## config.mk

```make
export PLATFORM = sky130hd
export DESIGN_NAME = adc_frame_aligner
export DESIGN_NICKNAME = d
export VERILOG_FILES = /design/src/rtl/adc_intf_pkg.sv /design/src/rtl/adc_bitslip_window.sv /design/src/rtl/adc_frame_aligner.sv
export SDC_FILE = /design/constraint.sdc
export NUM_CORES = 1
export LEC_CHECK = 0
export BUFFER_PORTS_ARGS = -buffer_cell sky130_fd_sc_hd__buf_2
export CORE_ASPECT_RATIO = 1.1
export CORE_MARGIN = 1.5
export CORE_UTILIZATION = 40
export DETAILED_ROUTE_END_ITERATION = 7
export PLACE_DENSITY = 0.61
export SLEW_MARGIN = 20
export SYNTH_ARGS = -nofsm -noshare
export SYNTH_HDL_FRONTEND = slang
export SYNTH_SLANG_ARGS = --single-unit
```

## constraint.sdc

```tcl
create_clock -name clk_adc -period 13.8 [get_ports clk_adc]
set_clock_uncertainty 0.05 [all_clocks]
set_input_delay 1.38 -clock clk_adc [delete_from_list [all_inputs] [get_ports clk_adc]]
set_output_delay 1.38 -clock clk_adc [all_outputs]
set_load 0.01 [all_outputs]
```

## src/rtl/adc_intf_pkg.sv

```systemverilog
`default_nettype none
// ============================================================================
// Module   : adc_intf_pkg
// Brief    : Shared FSM state codes and constants for the ADC capture path.
// Revision : 1.0
// ============================================================================
package adc_intf_pkg;

  typedef logic [2:0] adc_state_t;

  localparam adc_state_t c_ST_IDLE   = 3'd0;
  localparam adc_state_t c_ST_SETTLE = 3'd1;
  localparam adc_state_t c_ST_SEARCH = 3'd2;
  localparam adc_state_t c_ST_VERIFY = 3'd3;
  localparam adc_state_t c_ST_LOCKED = 3'd4;
  localparam adc_state_t c_ST_FAIL   = 3'd5;

  localparam logic [15:0] c_DEFAULT_FCO_PATTERN = 16'hFF00;
  localparam int          c_ERR_CNT_W           = 16;

endpackage
`default_nettype wire

```

## src/rtl/adc_bitslip_window.sv

```systemverilog
`default_nettype none
// ============================================================================
// Module   : adc_bitslip_window
// Brief    : One lane of the fabric bitslip: {prev,cur} >> slip, registered.
// Revision : 1.0
// ============================================================================
module adc_bitslip_window
  import adc_intf_pkg::*;
#(
  parameter int SAMPLE_W = 16
) (
  input  logic                        clk_adc,
  input  logic                        rst,
  input  logic [SAMPLE_W-1:0]         raw,
  input  logic [$clog2(SAMPLE_W)-1:0] slip,
  output logic [SAMPLE_W-1:0]         aligned
);

  logic [SAMPLE_W-1:0] r_prev;
  logic [SAMPLE_W-1:0] r_aligned;
  logic [SAMPLE_W-1:0] w_aligned;

  // Low bits of the previous word fill the top when slip is non-zero.
  assign w_aligned = SAMPLE_W'({r_prev, raw} >> slip);

  always_ff @(posedge clk_adc or posedge rst) begin
    if (rst) begin
      r_prev    <= '0;
      r_aligned <= '0;
    end else begin
      r_prev    <= raw;
      r_aligned <= w_aligned;
    end
  end

  assign aligned = r_aligned;

endmodule
`default_nettype wire

```

## src/rtl/adc_frame_aligner.sv

```systemverilog
`default_nettype none
// ============================================================================
// Module   : adc_frame_aligner
// Brief    : FCO-driven word alignment, lock tracking and test-pattern check.
// Revision : 1.0
// ============================================================================
module adc_frame_aligner
  import adc_intf_pkg::*;
#(
  parameter int                  NUM_CH      = 4,
  parameter int                  SAMPLE_W    = 16,
  parameter logic [SAMPLE_W-1:0] FCO_PATTERN = SAMPLE_W'(c_DEFAULT_FCO_PATTERN),
  parameter int                  SETTLE      = 2,
  parameter int                  LOCK_CNT    = 64,
  parameter int                  LOSS_CNT    = 4
) (
  input  logic                            clk_adc,
  input  logic                            rst,
  input  logic [SAMPLE_W-1:0]             raw_fco,
  input  logic [NUM_CH*SAMPLE_W-1:0]      raw_data,
  input  logic                            align_start,
  input  logic                            chk_en,
  input  logic [SAMPLE_W-1:0]             chk_pattern,
  input  logic                            chk_clr,
  output logic [NUM_CH*SAMPLE_W-1:0]      dout,
  output logic                            dout_valid,
  output logic                            locked,
  output logic                            align_fail,
  output logic [$clog2(SAMPLE_W)-1:0]     slip,
  output logic [NUM_CH-1:0]               chk_err,
  output logic [NUM_CH*c_ERR_CNT_W-1:0]   chk_err_cnt
);

  localparam int c_SLIP_W   = $clog2(SAMPLE_W);
  localparam int c_TRIED_W  = $clog2(SAMPLE_W + 1);
  localparam int c_SETTLE_W = $clog2(SETTLE + 1);
  localparam int c_MATCH_W  = $clog2(LOCK_CNT + 1);
  localparam int c_LOSS_W   = $clog2(LOSS_CNT + 1);
  localparam int c_LANES    = NUM_CH + 1;

  localparam logic [c_SLIP_W-1:0]   c_SLIP_MAX    = c_SLIP_W'(SAMPLE_W - 1);
  localparam logic [c_TRIED_W-1:0]  c_TRIED_MAX   = c_TRIED_W'(SAMPLE_W);
  localparam logic [c_SETTLE_W-1:0] c_SETTLE_LAST = c_SETTLE_W'(SETTLE - 1);
  localparam logic [c_MATCH_W-1:0]  c_LOCK_LAST   = c_MATCH_W'(LOCK_CNT - 1);
  localparam logic [c_LOSS_W-1:0]   c_LOSS_LAST   = c_LOSS_W'(LOSS_CNT - 1);

  logic [c_LANES*SAMPLE_W-1:0] w_raw_all;
  logic [c_LANES*SAMPLE_W-1:0] w_aligned_all;
  logic [NUM_CH*SAMPLE_W-1:0]  w_data_aligned;
  logic [SAMPLE_W-1:0]         w_fco_aligned;

  adc_state_t              r_state;
  logic [c_SLIP_W-1:0]     r_slip;
  logic [c_TRIED_W-1:0]    r_tried;
  logic [c_SETTLE_W-1:0]   r_settle_cnt;
  logic [c_MATCH_W-1:0]    r_match_cnt;
  logic [c_LOSS_W-1:0]     r_loss_cnt;
  logic                    r_align_fail;
  logic [NUM_CH*SAMPLE_W-1:0] r_dout;
  logic                    r_dout_valid;

  logic                    w_fco_match;
  logic                    w_locked;
  logic [c_TRIED_W-1:0]    w_tried_inc;
  logic [c_SLIP_W-1:0]     w_slip_next;

  // Lanes 0..NUM_CH-1 carry data, the top lane carries FCO; all share one slip.
  assign w_raw_all = {raw_fco, raw_data};

  for (genvar k = 0; k < c_LANES; k++) begin : g_lane
    adc_bitslip_window #(
      .SAMPLE_W (SAMPLE_W)
    ) u_window (
      .clk_adc (clk_adc),
      .rst     (rst),
      .raw     (w_raw_all[k*SAMPLE_W +: SAMPLE_W]),
      .slip    (r_slip),
      .aligned (w_aligned_all[k*SAMPLE_W +: SAMPLE_W])
    );
  end

  assign w_data_aligned = w_aligned_all[NUM_CH*SAMPLE_W-1:0];
  assign w_fco_aligned  = w_aligned_all[c_LANES*SAMPLE_W-1 -: SAMPLE_W];

  assign w_fco_match = (w_fco_aligned == FCO_PATTERN);
  assign w_locked    = (r_state == c_ST_LOCKED);
  assign w_tried_inc = r_tried + 1'b1;
  assign w_slip_next = (r_slip == c_SLIP_MAX) ? '0 : r_slip + 1'b1;

  always_ff @(posedge clk_adc or posedge rst) begin
    if (rst) begin
      r_state      <= c_ST_IDLE;
      r_slip       <= '0;
      r_tried      <= '0;
      r_settle_cnt <= '0;
      r_match_cnt  <= '0;
      r_loss_cnt   <= '0;
      r_align_fail <= 1'b0;
    end else if (align_start) begin
      r_state      <= c_ST_SETTLE;
      r_slip       <= '0;
      r_tried      <= '0;
      r_settle_cnt <= '0;
      r_match_cnt  <= '0;
      r_loss_cnt   <= '0;
      r_align_fail <= 1'b0;
    end else begin
      case (r_state)
        c_ST_IDLE: begin
          r_state      <= c_ST_SETTLE;
          r_slip       <= '0;
          r_tried      <= '0;
          r_settle_cnt <= '0;
        end
        c_ST_SETTLE: begin
          if (r_settle_cnt == c_SETTLE_LAST) begin
            r_state      <= c_ST_SEARCH;
            r_settle_cnt <= '0;
          end else begin
            r_settle_cnt <= r_settle_cnt + 1'b1;
          end
        end
        c_ST_SEARCH, c_ST_VERIFY: begin
          if (w_fco_match) begin
            if (r_state == c_ST_SEARCH) begin
              r_state     <= c_ST_VERIFY;
              r_match_cnt <= c_MATCH_W'(1);
            end else begin
              r_match_cnt <= r_match_cnt + 1'b1;
              if (r_match_cnt == c_LOCK_LAST) begin
                r_state    <= c_ST_LOCKED;
                r_loss_cnt <= '0;
              end
            end
          end else begin
            // A miss in VERIFY costs an offset just like a miss in SEARCH.
            r_tried     <= w_tried_inc;
            r_match_cnt <= '0;
            if (w_tried_inc == c_TRIED_MAX) begin
              r_state      <= c_ST_FAIL;
              r_align_fail <= 1'b1;
            end else begin
              r_slip       <= w_slip_next;
              r_settle_cnt <= '0;
              r_state      <= c_ST_SETTLE;
            end
          end
        end
        c_ST_LOCKED: begin
          if (w_fco_match) begin
            r_loss_cnt <= '0;
          end else if (r_loss_cnt == c_LOSS_LAST) begin
            // Re-search starts from the slip that was working.
            r_state      <= c_ST_SETTLE;
            r_tried      <= '0;
            r_settle_cnt <= '0;
            r_match_cnt  <= '0;
            r_loss_cnt   <= '0;
          end else begin
            r_loss_cnt <= r_loss_cnt + 1'b1;
          end
        end
        c_ST_FAIL: begin
          r_state <= c_ST_FAIL;
        end
        default: begin
          r_state <= c_ST_IDLE;
        end
      endcase
    end
  end

  always_ff @(posedge clk_adc or posedge rst) begin
    if (rst) begin
      r_dout       <= '0;
      r_dout_valid <= 1'b0;
    end else begin
      r_dout       <= w_data_aligned;
      r_dout_valid <= w_locked;
    end
  end

  for (genvar k = 0; k < NUM_CH; k++) begin : g_chk
    logic                   r_err;
    logic [c_ERR_CNT_W-1:0] r_cnt;
    logic                   w_mis;

    assign w_mis = chk_en && w_locked &&
                   (w_data_aligned[k*SAMPLE_W +: SAMPLE_W] != chk_pattern);

    always_ff @(posedge clk_adc or posedge rst) begin
      if (rst) begin
        r_err <= 1'b0;
        r_cnt <= '0;
      end else if (chk_clr) begin
        r_err <= 1'b0;
        r_cnt <= '0;
      end else if (w_mis) begin
        r_err <= 1'b1;
        if (r_cnt != '1) begin
          r_cnt <= r_cnt + 1'b1;
        end
      end
    end

    assign chk_err[k]                               = r_err;
    assign chk_err_cnt[k*c_ERR_CNT_W +: c_ERR_CNT_W] = r_cnt;
  end

  assign dout       = r_dout;
  assign dout_valid = r_dout_valid;
  assign locked     = w_locked;
  assign align_fail = r_align_fail;
  assign slip       = r_slip;

endmodule
`default_nettype wire
```

Yosys cells after proc, flatten, opt, wreduce, memory -nomap -nowiden
Cells that the tools add are included.
W data, S select, Z words.
{"block": "classes", "addsub": 9, "shift": 5, "n_div": 0, "n_reduce_logical": 32, "bitwise": 0, "magnitude_cmp": 0, "mux": 63, "n_eq_ne": 29, "n_mul": 0}
{"cell": "$mux W16", "count": 12}
{"cell": "$shr A32 B4 Y16", "count": 5}
{"cell": "$add A16 B1 Y16 const B", "count": 4}
{"cell": "$ne A16 B16 Y1", "count": 4}
{"cell": "$ne A16 B16 Y1 const B", "count": 4}
{"cell": "$mux W3", "count": 14}
{"cell": "$mux W7", "count": 5}
{"cell": "$ne A3 B3 Y1 const B", "count": 7}
{"cell": "$mux W5", "count": 4}
{"cell": "$reduce_bool A2 Y1", "count": 10}
{"cell": "$eq A16 B16 Y1 const B", "count": 1}
{"cell": "$mux W4", "count": 4}
{"cell": "$pmux W3 S5", "count": 1}
{"cell": "$pmux W5 S3", "count": 1}
{"cell": "$pmux W7 S2", "count": 1}
{"cell": "$mux W1", "count": 12}
{"cell": "$mux W2", "count": 6}
{"cell": "$reduce_and A4 Y1", "count": 3}
{"cell": "$eq A3 B2 Y1 const B", "count": 3}
{"cell": "$reduce_and A3 Y1", "count": 3}
{"cell": "$pmux W2 S4", "count": 1}
{"cell": "$pmux W4 S2", "count": 1}
{"cell": "$reduce_and A2 Y1", "count": 4}
{"cell": "$add A7 B1 Y7 const B", "count": 1}
{"cell": "21 further kinds", "count": 27}
{"block": "totals", "latchBits": 0, "input_bits": 101, "out_inout_bits": 139, "rom_bits": 0, "mem_bits_rw": 0, "regBits": 318, "mem_count": 0}

Longest topological paths before layout
Gate-level depths: netlist of run 1.
{"block": "depth", "depth_word": 6, "mapped_depth": 8, "depth_no_buf": 6}

Cells and area by module
Synthesis of run 1 repeated with hierarchy kept, for this count alone.
{"block": "hier_totals", "hier_cells": 1364, "hier_area_um2": 17580.6}
{"mod": "adc_bitslip_window", "area_each_um2": 1910.6, "n_inst": 5, "seq_area_each_um2": 775.7, "cells_per_inst": 115}
{"mod": "adc_frame_aligner", "area_each_um2": 8027.7, "n_inst": 1, "seq_area_each_um2": 3953.8, "cells_per_inst": 789}

Worst setup path after synthesis of run 1
OpenSTA, ideal clock, no wires.
{"block": "synth_timing", "path_type": "input to register", "startpoint": "in chk_pattern[5]", "endpoint": "reg g_chk[1].r_cnt[12]", "cell_stages": 6, "arrival_time_ns": 3.014, "setup_slack_ns": 10.611, "path_cell_list": "xnor2_1 -> nand4_1 -> nor4_1 -> clkbuf_1 -> nor2_1 -> mux2_2"}
{"block": "synth_via", "elab_chain_cells": 4}
{"element": "start: declaration", "line": "adc_frame_aligner.sv:23", "rtl": "input logic [SAMPLE_W-1:0] chk_pattern,"}
{"element": "$ne A16 B16 Y1", "line": "adc_frame_aligner.sv:189", "rtl": "(w_data_aligned[k*SAMPLE_W +: SAMPLE_W] != chk_pattern);"}
{"element": "$logic_and A1 B1 Y1", "line": "adc_frame_aligner.sv:188", "rtl": "assign w_mis = chk_en && w_locked &&"}
{"element": "$reduce_bool A2 Y1 (no line)"}
{"element": "$reduce_and A2 Y1 (no line)"}
{"element": "end signal: assignment", "line": "adc_frame_aligner.sv:201", "rtl": "r_cnt <= r_cnt + 1'b1;"}
{"element": "end: declaration", "line": "adc_frame_aligner.sv:185", "rtl": "logic [c_ERR_CNT_W-1:0] r_cnt;"}
Every way passes these cells.
A chain may end at the register's enable or synchronous reset.

Worst setup path in the final report of run 1
{"block": "layout_timing", "startpoint": "reg r_slip[1] (netlist: slip[1])", "endpoint": "reg g_lane[0].u_window.r_aligned[3]"}
{"block": "layout_via", "elab_chain_cells": 1}
{"element": "start: declaration", "line": "adc_frame_aligner.sv:53", "rtl": "logic [c_SLIP_W-1:0] r_slip;"}
{"element": "start signal: assignment", "line": "adc_frame_aligner.sv:143", "rtl": "r_slip <= w_slip_next;"}
{"element": "$shr A32 B4 Y16", "line": "adc_bitslip_window.sv:24", "rtl": "assign w_aligned = SAMPLE_W'({r_prev, raw} >> slip);"}
{"element": "net g_lane[0].u_window.w_aligned[3]", "line": "adc_bitslip_window.sv:21", "rtl": "logic [SAMPLE_W-1:0] w_aligned;"}
{"element": "end signal: assignment", "line": "adc_bitslip_window.sv:32", "rtl": "r_aligned <= w_aligned;"}
{"element": "end: declaration", "line": "adc_bitslip_window.sv:20", "rtl": "logic [SAMPLE_W-1:0] r_aligned;"}
The timed path passes the listed nets, and every way through them passes these cells.

==> results of run 1 <==
[logic make-up (layout without fill, tap and decap cells)]
| kind of cell | after synthesis | in the layout | share of synthesized area |
|---|---|---|---|
| and+or+nand+nor | 550 | 550 | 0.160 |
| buffers and inverters | 129 | 333 | 0.0302 |
| adders and majority gates | 9 | 9 | 0.00665 |
| DFF | 313 | 313 | 0.462 |
| AOI/OAI and AO/OA | 277 | 277 | 0.0974 |
| xor gates and xnor gates | 65 | 65 | 0.0336 |
| muxes | 225 | 225 | 0.210 |
[sequential cells by signal (all words and copies together), names as in the netlist]
register,flops
g_lane.u_window.aligned,80
g_lane.u_window.r_prev,75
dout,64
g_chk.r_cnt,64
r_match_cnt,7
r_tried,5
g_chk.r_err,4
slip,4
r_loss_cnt,3
r_state,3
r_settle_cnt,2
align_fail,1
dout_valid,1
[layout make-up]
class,count,area (um^2),share of cell area
Clock inverter,8,57.6,0.00292
Sequential cell,313,7850,0.398
Timing Repair Buffer,257,1340,0.0679
Multi-Input combinational cell,1126,8630,0.438
Inverter,14,61.3,0.00311
Tap cell,560,701,0.0355
Clock buffer,54,1080,0.0548
[cell usage in the layout, fill, tap and decap left out, types with 9 or more instances in the layout]
| master | netlist | routed |
|---|---|---|
| or3_1 | 29 | 29 |
| nor3_1 | 16 | 16 |
| inv_1 | 12 | 11 |
| nand3_1 | 42 | 42 |
| nor2b_1 | 30 | 30 |
| dfrtp_1 | 313 | 309 |
| or4_1 | 20 | 20 |
| o21a_1 | 16 | 16 |
| nand2b_1 | 10 | 10 |
| and3_1 | 30 | 30 |
| mux4_2 | 100 | 100 |
| xor2_1 | 16 | 16 |
| mux2i_1 | 82 | 82 |
| a211oi_1 | 10 | 10 |
| buf_2 | 10 | 239 |
| nand4_1 | 34 | 34 |
| clkbuf_1 | 75 | 9 |
| buf_4 | 4 | 16 |
| ha_1 | 9 | 9 |
| o21ai_0 | 74 | 74 |
| a21oi_1 | 88 | 88 |
| o31ai_1 | 16 | 16 |
| a31oi_1 | 33 | 33 |
| nand2_1 | 206 | 206 |
| xnor2_1 | 49 | 49 |
| o211ai_1 | 16 | 16 |
| nor4_1 | 18 | 15 |
| nor2_1 | 88 | 88 |
| mux2_2 | 43 | 43 |
| clkbuf_16 | 0 | 38 |
[metrics by stage]
stage          utilization  setup slack (ns)  cells  hold WS [ns]  instance area, um^2
2_1_floorplan            -              3.71   1568         0.322                16900
5_1_grt              0.475              9.86   2332         0.362                19700
3_5_place_dp         0.448              9.89   2270         0.333                18600
6_report             0.475             10.14   2332         0.345                19700
4_1_cts              0.475              9.87   2332         0.348                19700
3_3_place_gp         0.448              9.96   2270         0.331                18600
[cells in the mapped netlist, drive strengths merged, types with 13 or more instances]
library cell	instances
nor2	88
a21oi	88
buf	40
or3	29
o31ai	16
o21ai	74
dfrtp	313
or4	20
o211ai	16
a31oi	33
nand4	34
mux2i	82
o21a	16
nor3	16
clkbuf	75
and3	30
xnor2	49
xor2	16
inv	13
nand2	206
nand3	42
mux2	43
mux4	100
nor2b	30
nor4	18
[power breakdown]
group	leakage (nW)	internal (mW)	switching (mW)
logic	3.71	0.225	0.265
clock network	0.560	0.542	0.374
registers	3.85	1.00	0.0802
[worst paths after layout]
path	end	slack, ns	cells past startpoint
worst max-delay path	g_lane[0].u_window.aligned[3]	10.14	7
worst max register to register	g_lane[0].u_window.aligned[3]	10.14	7
worst min register to register	dout[32]	0.34	0
min in group asynchronous	g_chk[0].r_cnt[7]	0.93	2
max in group asynchronous	slip[2]	11.19	3
worst min-delay path	dout[32]	0.34	0
[layer usage]
layer,global-route usage,share of wire
met5,0,0.00066
met4,0.0654,0.027
met3,0.0476,0.084
met2,0.317,0.44
met1,0.316,0.45
==> metrics.cfg, run 1 <==
[routing]
first_pass_iters = 5
drtAntennaViolNets = 0
drc = 0
vias = 13200
drt-wirelength-per-cell_um = 20.1
wl_um = 46900
via_per_inst = 5.68
drtIter0Drc = 1019

[synthesis]
yosys.area.top_type = dfrtp_1
synth-edff-count = 0
yosysWarnings = 0
synth_top_cell_area_share = 0.462
synth-main-ff-cell = dfrtp_1
ys_types = 53
synthCells = 1568
yosysSeqAreaShare = 0.462
async_flop_share = 1.00
synth_area_leaders = dfrtp_1 (46%), mux4_2 (13%), mux2i_1 (4.8%)
synth_nets = 1678
ys_ff_latch = 313
avgSynthCellArea_um2 = 10.8
syn_area_mm2 = 0.0169

[worst_setup_path]
end_kind = register
reg2reg_from = slip[1]
start_kind = register
cp_max_fo = 82
crit_top_cell = buf_4
startpoint = slip[1]
critPathBufInv = 2
critical_path_class = reg -> reg
crit_slowest_cell = buf_4
cp.required_ns = 14.12
critPathArrivalTime_ns = 3.98
crit_chain = buf_4 > buf_4 > mux2_2 > mux2i_1 > nor2_1 > a211oi_1 > a21oi_1
critPathTopFamily = buffers and inverters
critPathMaxStageDelay_ns = 0.87

[grt]
grt_max_degree = 107
grt_first_pass_wirelength_um = 72800
first_global_vias = 12600
track_usage = 0.215
globalRoute.totalOverflow = 0
antenna_found_initial = 2

[final_layout]
layout-drive-gt1-share = 0.264
area_delta_synth_final_pct = 16.4
diodes = 0
fin_nets = 1859
fill_cells = 3819

[placed_design]
portBuffers = 239
place.gp.congestion = 0.871
dp_hpwl_um = 34600

[sta]
rsz0062_at_grt = false
setup_tns_ns = 0
fmaxAchievable_mhz = 273
maxSlewViolCount = 0
min_period_ns = 3.66
relSlewSlack = 0.289
final-hold-violation-count = 0
finalCritPeriodShare = 0.265
setup_viol = 0
tightest_slew_ns = 1.07

[cts]
cts_tree = done
holdBufCountCts = 0
clkSlewWorstSetupHoldPaths_ns = 0.06
clockBufferDepth = 3
htreeDepth = 2
clock-sinks = 313
post-cts-setup-buffer-count = 0
ctsResizeCount = 0
cts_inserted_buffers = 37
clock_latency_ns = 0.54
cts_root_buf = clkbuf_16

[pwr]
power_density_mw_per_mm2 = 126
p_total_mw = 2.49
leakage_nw = 8.12
ir_drop_uv = 82.7

[die]
core-area_mm2 = 0.0415
dieArea_mm2 = 0.0436
ios = 240
dieWidth_um = 199
start_util = 0.408
rows = 78
die_y_um = 219

[hold_path]
min_path_type = reg -> reg
hp-start = g_lane[2].u_window.aligned[0]

[status]
run_status = finished, final reports clean

[job]
maxCapViolCount = 0

No activity file was read; power rests on OpenSTA's default activity.
==> inputs of run 2 (changes only) <==
- PLACE_DENSITY: 0.61 -> 0.63
- clock period: 13.8 -> 3.2 ns (I/O delays scaled with it)
==> metrics.cfg, run 2 (same netlist as run 1, synthesis figures left out) <==
[placed_design]
portBuffers = 239
place.gp.congestion = 0.866
dp_hpwl_um = 35000
place_area_mm2 = 0.0188

[worst_setup_path]
rrSetupSlack_ns = 0.57
worstRegToRegCells = 5
startpoint = r_state[1]
critPathArrivalTime_ns = 3.05
cp_max_fo = 14
critPathMaxStageDelay_ns = 0.55
crit_slowest_cell = dfrtp_1
critPathBufInv = 0
cp.required_ns = 3.62
start_kind = register
cp.depth = 5
rr_endpoint = g_chk[3].r_cnt[13]
cp-endpoint = g_chk[3].r_cnt[13]
end_kind = register
critPathTopFamily = simple AND/OR/NAND/NOR gates
reg2reg_from = r_state[1]
crit_chain = nand4bb_1 > nor4_1 > o21ai_0 > or4_1 > a21oi_1
critical_path_class = reg -> reg

[pwr]
p_int_mw = 8.02
power_density_mw_per_mm2 = 538
ir_drop_uv = 356
p_comb_frac = 0.204
seqPwrFrac = 0.412
switching_share = 0.285
power_frac_clock = 0.384
leakage_nw = 8.64
p_switching_mw = 3.19

[routing]
wl_met2_um = 20900
highest_layer = met5
drtAntennaViolNets = 0
drt-wirelength-per-cell_um = 19.3
met3_wirelength_um = 3530
wl_um = 47000
wl_met1_um = 21500
first_pass_iters = 5
via_per_inst = 5.55
drc = 0
drtIter0Drc = 855
vias = 13500

[cts]
clockBufferDepth = 3
cts_inserted_buffers = 36
cts_tree = done
cts_root_buf = clkbuf_16
clock-sinks = 313
holdBufCountCts = 76
clkSlewWorstSetupHoldPaths_ns = 0.06
ctsResizeCount = 0
clock_latency_ns = 0.55
htreeDepth = 2
post-cts-setup-buffer-count = 0

[hold_path]
min_path_cells = 2
min_path_type = in -> reg

[sta]
finalCritPeriodShare = 0.821
setup_viol = 0
fmaxAchievable_mhz = 381
min_period_ns = 2.63
rsz0062_at_grt = false
maxSlewViolCount = 0
final-hold-violation-count = 0
relSlewSlack = 0.338
tightest_slew_ns = 0.994

[final_layout]
design_area_mm2 = 0.0209
fin_nets = 1958
mostFrequentLayoutCell = dfrtp_1
postLayoutCoreUtil = 0.503
layout_common_cells = dfrtp_1 (309), buf_2 (239), nand2_1 (206), mux4_2 (100)
largest_reg_flops = 80
fill_cells = 3805
layout-drive-gt1-share = 0.269
area_delta_synth_final_pct = 23.2

[grt]
grt_first_pass_wirelength_um = 73400
antenna_found_initial = 2
globalRoute.totalOverflow = 0
grt_max_degree = 153
first_global_vias = 12900
track_usage = 0.218

[job]
maxCapViolCount = 0

[die]
ios = 240
core-area_mm2 = 0.0415
dieArea_mm2 = 0.0436
rows = 78
start_util = 0.408
die_y_um = 219
dieWidth_um = 199

[status]
run_status = finished, final reports clean

-- run 2: changes by cell type in the layout (fill, tap and decap cells not counted), sizes merged --
cell	delta
bufinv	+3
buf	+24
clkbuf	-6
diode	+1
inv	-1
clkinv	+3
dlygate4sd3	+76
clkinvlp	+5
-- run 2: layout make-up --
cell class                 count  area, um^2  area share
timing repair buffer         357        2360       0.113
inverter                      14        57.6     0.00276
antenna                        1        2.50    0.000120
multi-input combinational   1126        8630       0.414
sequential                   313        7850       0.376
clock inverter                18         189     0.00906
clock buffer                  48        1080      0.0517
tap                          560         701      0.0336
-- run 2: how the worst min path moves through the flow --
stage,slack (ns),from,to
detailed placement,0.24,rst,g_chk[0].r_cnt[15]
CTS,0.08,align_start,align_fail
global route,0.14,align_start,align_fail
floorplan,0.30,raw_data[0],g_lane[0].u_window.r_prev[0]
global placement,0.24,rst,g_chk[0].r_cnt[15]
finish,0.11,align_start,align_fail
-- run 2: power groups by stage --
| stage | sequential [mW] | combinational [mW] | clock, mW |
|---|---|---|---|
| 6_report | 4.62 | 2.28 | 4.31 |
| 5_1_grt | 4.67 | 2.49 | 4.59 |
| 4_1_cts | 4.63 | 2.29 | 4.43 |
| 3_5_place_dp | 4.70 | 2.21 | 0 |
| 3_3_place_gp | 4.69 | 2.18 | 0 |
| 2_1_floorplan | 4.62 | 1.50 | 0 |
-- run 2: through the flow --
stage,instances,setup slack (ns),setup TNS [ns],power (mW),hold slack [ns]
2_1_floorplan,1568,-1.34,-419.07,6.12,0.301
5_1_grt,2437,0.405,0,11.8,0.140
4_1_cts,2436,0.598,0,11.3,0.0804
6_report,2437,0.572,0,11.2,0.108
3_5_place_dp,2294,0.617,0,6.91,0.236
3_3_place_gp,2294,0.683,0,6.86,0.240
-- run 2: per-layer routing --
| metal | up-vias | GRT usage |
|---|---|---|
| li1 | 6330 | - |
| met1 | 6702 | 0.322 |
| met2 | 427 | 0.326 |
| met3 | 62 | 0.0404 |
| met4 | 2 | 0.0631 |
| met5 | - | 0 |
-- run 2: worst register-to-register path, cell delays in order, from the launching register on --
cell,delay [ns]
dfrtp_1,0.55
nand4bb_1,0.54
nor4_1,0.48
o21ai_0,0.32
or4_1,0.46
a21oi_1,0.17
==> inputs of run 3 (changes only) <==
- PLACE_DENSITY: 0.63 -> 0.61
- clock period: 3.2 -> 2.45 ns (I/O delays scaled with it)
==> metrics.cfg, run 3 (same netlist as run 1, synthesis figures left out) <==
[final_layout]
area_delta_synth_final_pct = 24.7
diodes = 0
largest_reg_flops = 80
fin_nets = 1979
mostFrequentLayoutCell = dfrtp_1
design_area_mm2 = 0.0211
layout_common_cells = dfrtp_1 (309), buf_2 (239), nand2_1 (206), mux4_2 (100)
layout-drive-gt1-share = 0.278

[sta]
rsz0062_at_grt = true
setup_slack_ns = 0.0573
relSlewSlack = 0.465
min_period_ns = 2.39
fmaxAchievable_mhz = 418
final-hold-violation-count = 0
setup_viol = 0
finalCritPeriodShare = 0.977
holdWs_ns = 0.0691
maxSlewViolCount = 0
tightest_slew_ns = 0.797

[pwr]
p_switching_mw = 4.20
switching_share = 0.289
power_density_mw_per_mm2 = 687
ir_drop_uv = 428
p_comb_frac = 0.218
p_int_mw = 10.3
seqPwrFrac = 0.414
leakage_nw = 8.76
power_frac_clock = 0.368

[status]
run_status = finished, final reports clean

[worst_setup_path]
cp.required_ns = 2.84
critical_path_class = reg -> reg
end_kind = register
critPathArrivalTime_ns = 2.78
start_kind = register
cp_max_fo = 5

[routing]
vias = 13500
via_per_inst = 5.51
first_pass_iters = 5
wl_um = 46800
drtAntennaViolNets = 0
drt-wirelength-per-cell_um = 19.1
drc = 0
drtIter0Drc = 973

[cts]
clkSlewWorstSetupHoldPaths_ns = 0.06
clock-sinks = 313
post-cts-setup-buffer-count = 0
clockBufferDepth = 3
clock_latency_ns = 0.53
cts_root_buf = clkbuf_16
cts_tree = done
htreeDepth = 2
cts_inserted_buffers = 36

[grt]
grt_max_degree = 109
first_global_vias = 13100
globalRoute.totalOverflow = 0
track_usage = 0.218
antenna_found_initial = 0
grt_first_pass_wirelength_um = 74300

[die]
start_util = 0.408
dieWidth_um = 199
die_y_um = 219
dieArea_mm2 = 0.0436
core-area_mm2 = 0.0415
rows = 78
ios = 240

[hold_path]
min_path_type = in -> reg

[job]
maxCapViolCount = 0

[placed_design]
place.gp.congestion = 0.896
place_area_mm2 = 0.0192
pre_cts_ws_ns = -0.0678
dp_hpwl_um = 35200
portBuffers = 239

## run 3: changes by cell type in the layout (fill, tap and decap cells not counted), sizes merged
cell / before / now
buf: 281 / 302
bufinv: 3 / 2
clkbuf: 48 / 44
clkinv: 12 / 15
clkinvlp: 6 / 5
diode: 1 / 0
inv: 11 / 12
## run 3: cell type report
type | count | area [um^2]
Timing Repair Buffer | 378 | 2690
Clock inverter | 20 | 179
Sequential cell | 313 | 7850
Inverter | 14 | 57.6
Clock buffer | 44 | 1000
Multi-Input combinational cell | 1126 | 8650
Fill cell | 3806 | 20400
Tap cell | 560 | 701
## run 3: power groups by stage
stage,Combinational [mW],Clock (mW),Sequential [mW]
after floorplan,1.96,0,6.04
after global placement,3.02,0,6.09
after detailed placement,3.05,0,6.11
after CTS,3.16,5.49,6.01
after global routing,3.47,5.72,6.06
final,3.17,5.34,6.00
## run 3: worst max-delay path: stages, from the launching register on
cell     delay [ns]
dfrtp_1        0.35
or4_4          0.53
or4_4          0.49
and3_1         0.18
or4_4          0.53
a31oi_1        0.18
## run 3: final timing paths
kind,from,end,slack (ns),cells past startpoint
worst max-delay path,g_lane[4].u_window.aligned[2],r_tried[2],0.06,5
worst min-delay path,align_start,align_fail,0.07,2
worst max register to register,g_lane[4].u_window.aligned[2],r_tried[2],0.06,5
worst min register to register,g_lane[2].u_window.aligned[6],dout[38],0.33,0
max in group asynchronous,rst,g_lane[4].u_window.r_prev[14],1.23,4
min in group asynchronous,rst,g_chk[0].r_cnt[6],0.31,3
## run 3: repair_timing
action                                 4_1_cts  5_1_grt
resized for setup                            1        4
endpoints found under the hold margin       88        0
hold buffers                                76        0
pin swaps                                    0        2
setup endpoints to repair                    5       15
## run 3: routing by layer
metal / wire (um) / track usage / vias to the layer above
li1: - / - / 6384
met1: 21500 / 0.321 / 6641
met2: 21200 / 0.333 / 464
met3: 3410 / 0.0392 / 46
met4: 704 / 0.0487 / 0
met5: 0 / 0 / -
## run 3: through the flow
stage	total power, mW	util	TNS, ns	instances
after floorplan	8.00	-	-630.59	1568
after global placement	9.10	0.462	-0.217	2315
after detailed placement	9.16	0.462	-0.271	2315
after CTS	14.7	0.509	0	2455
after global routing	15.2	0.509	-0.0495	2455
final	14.5	0.509	0	2455
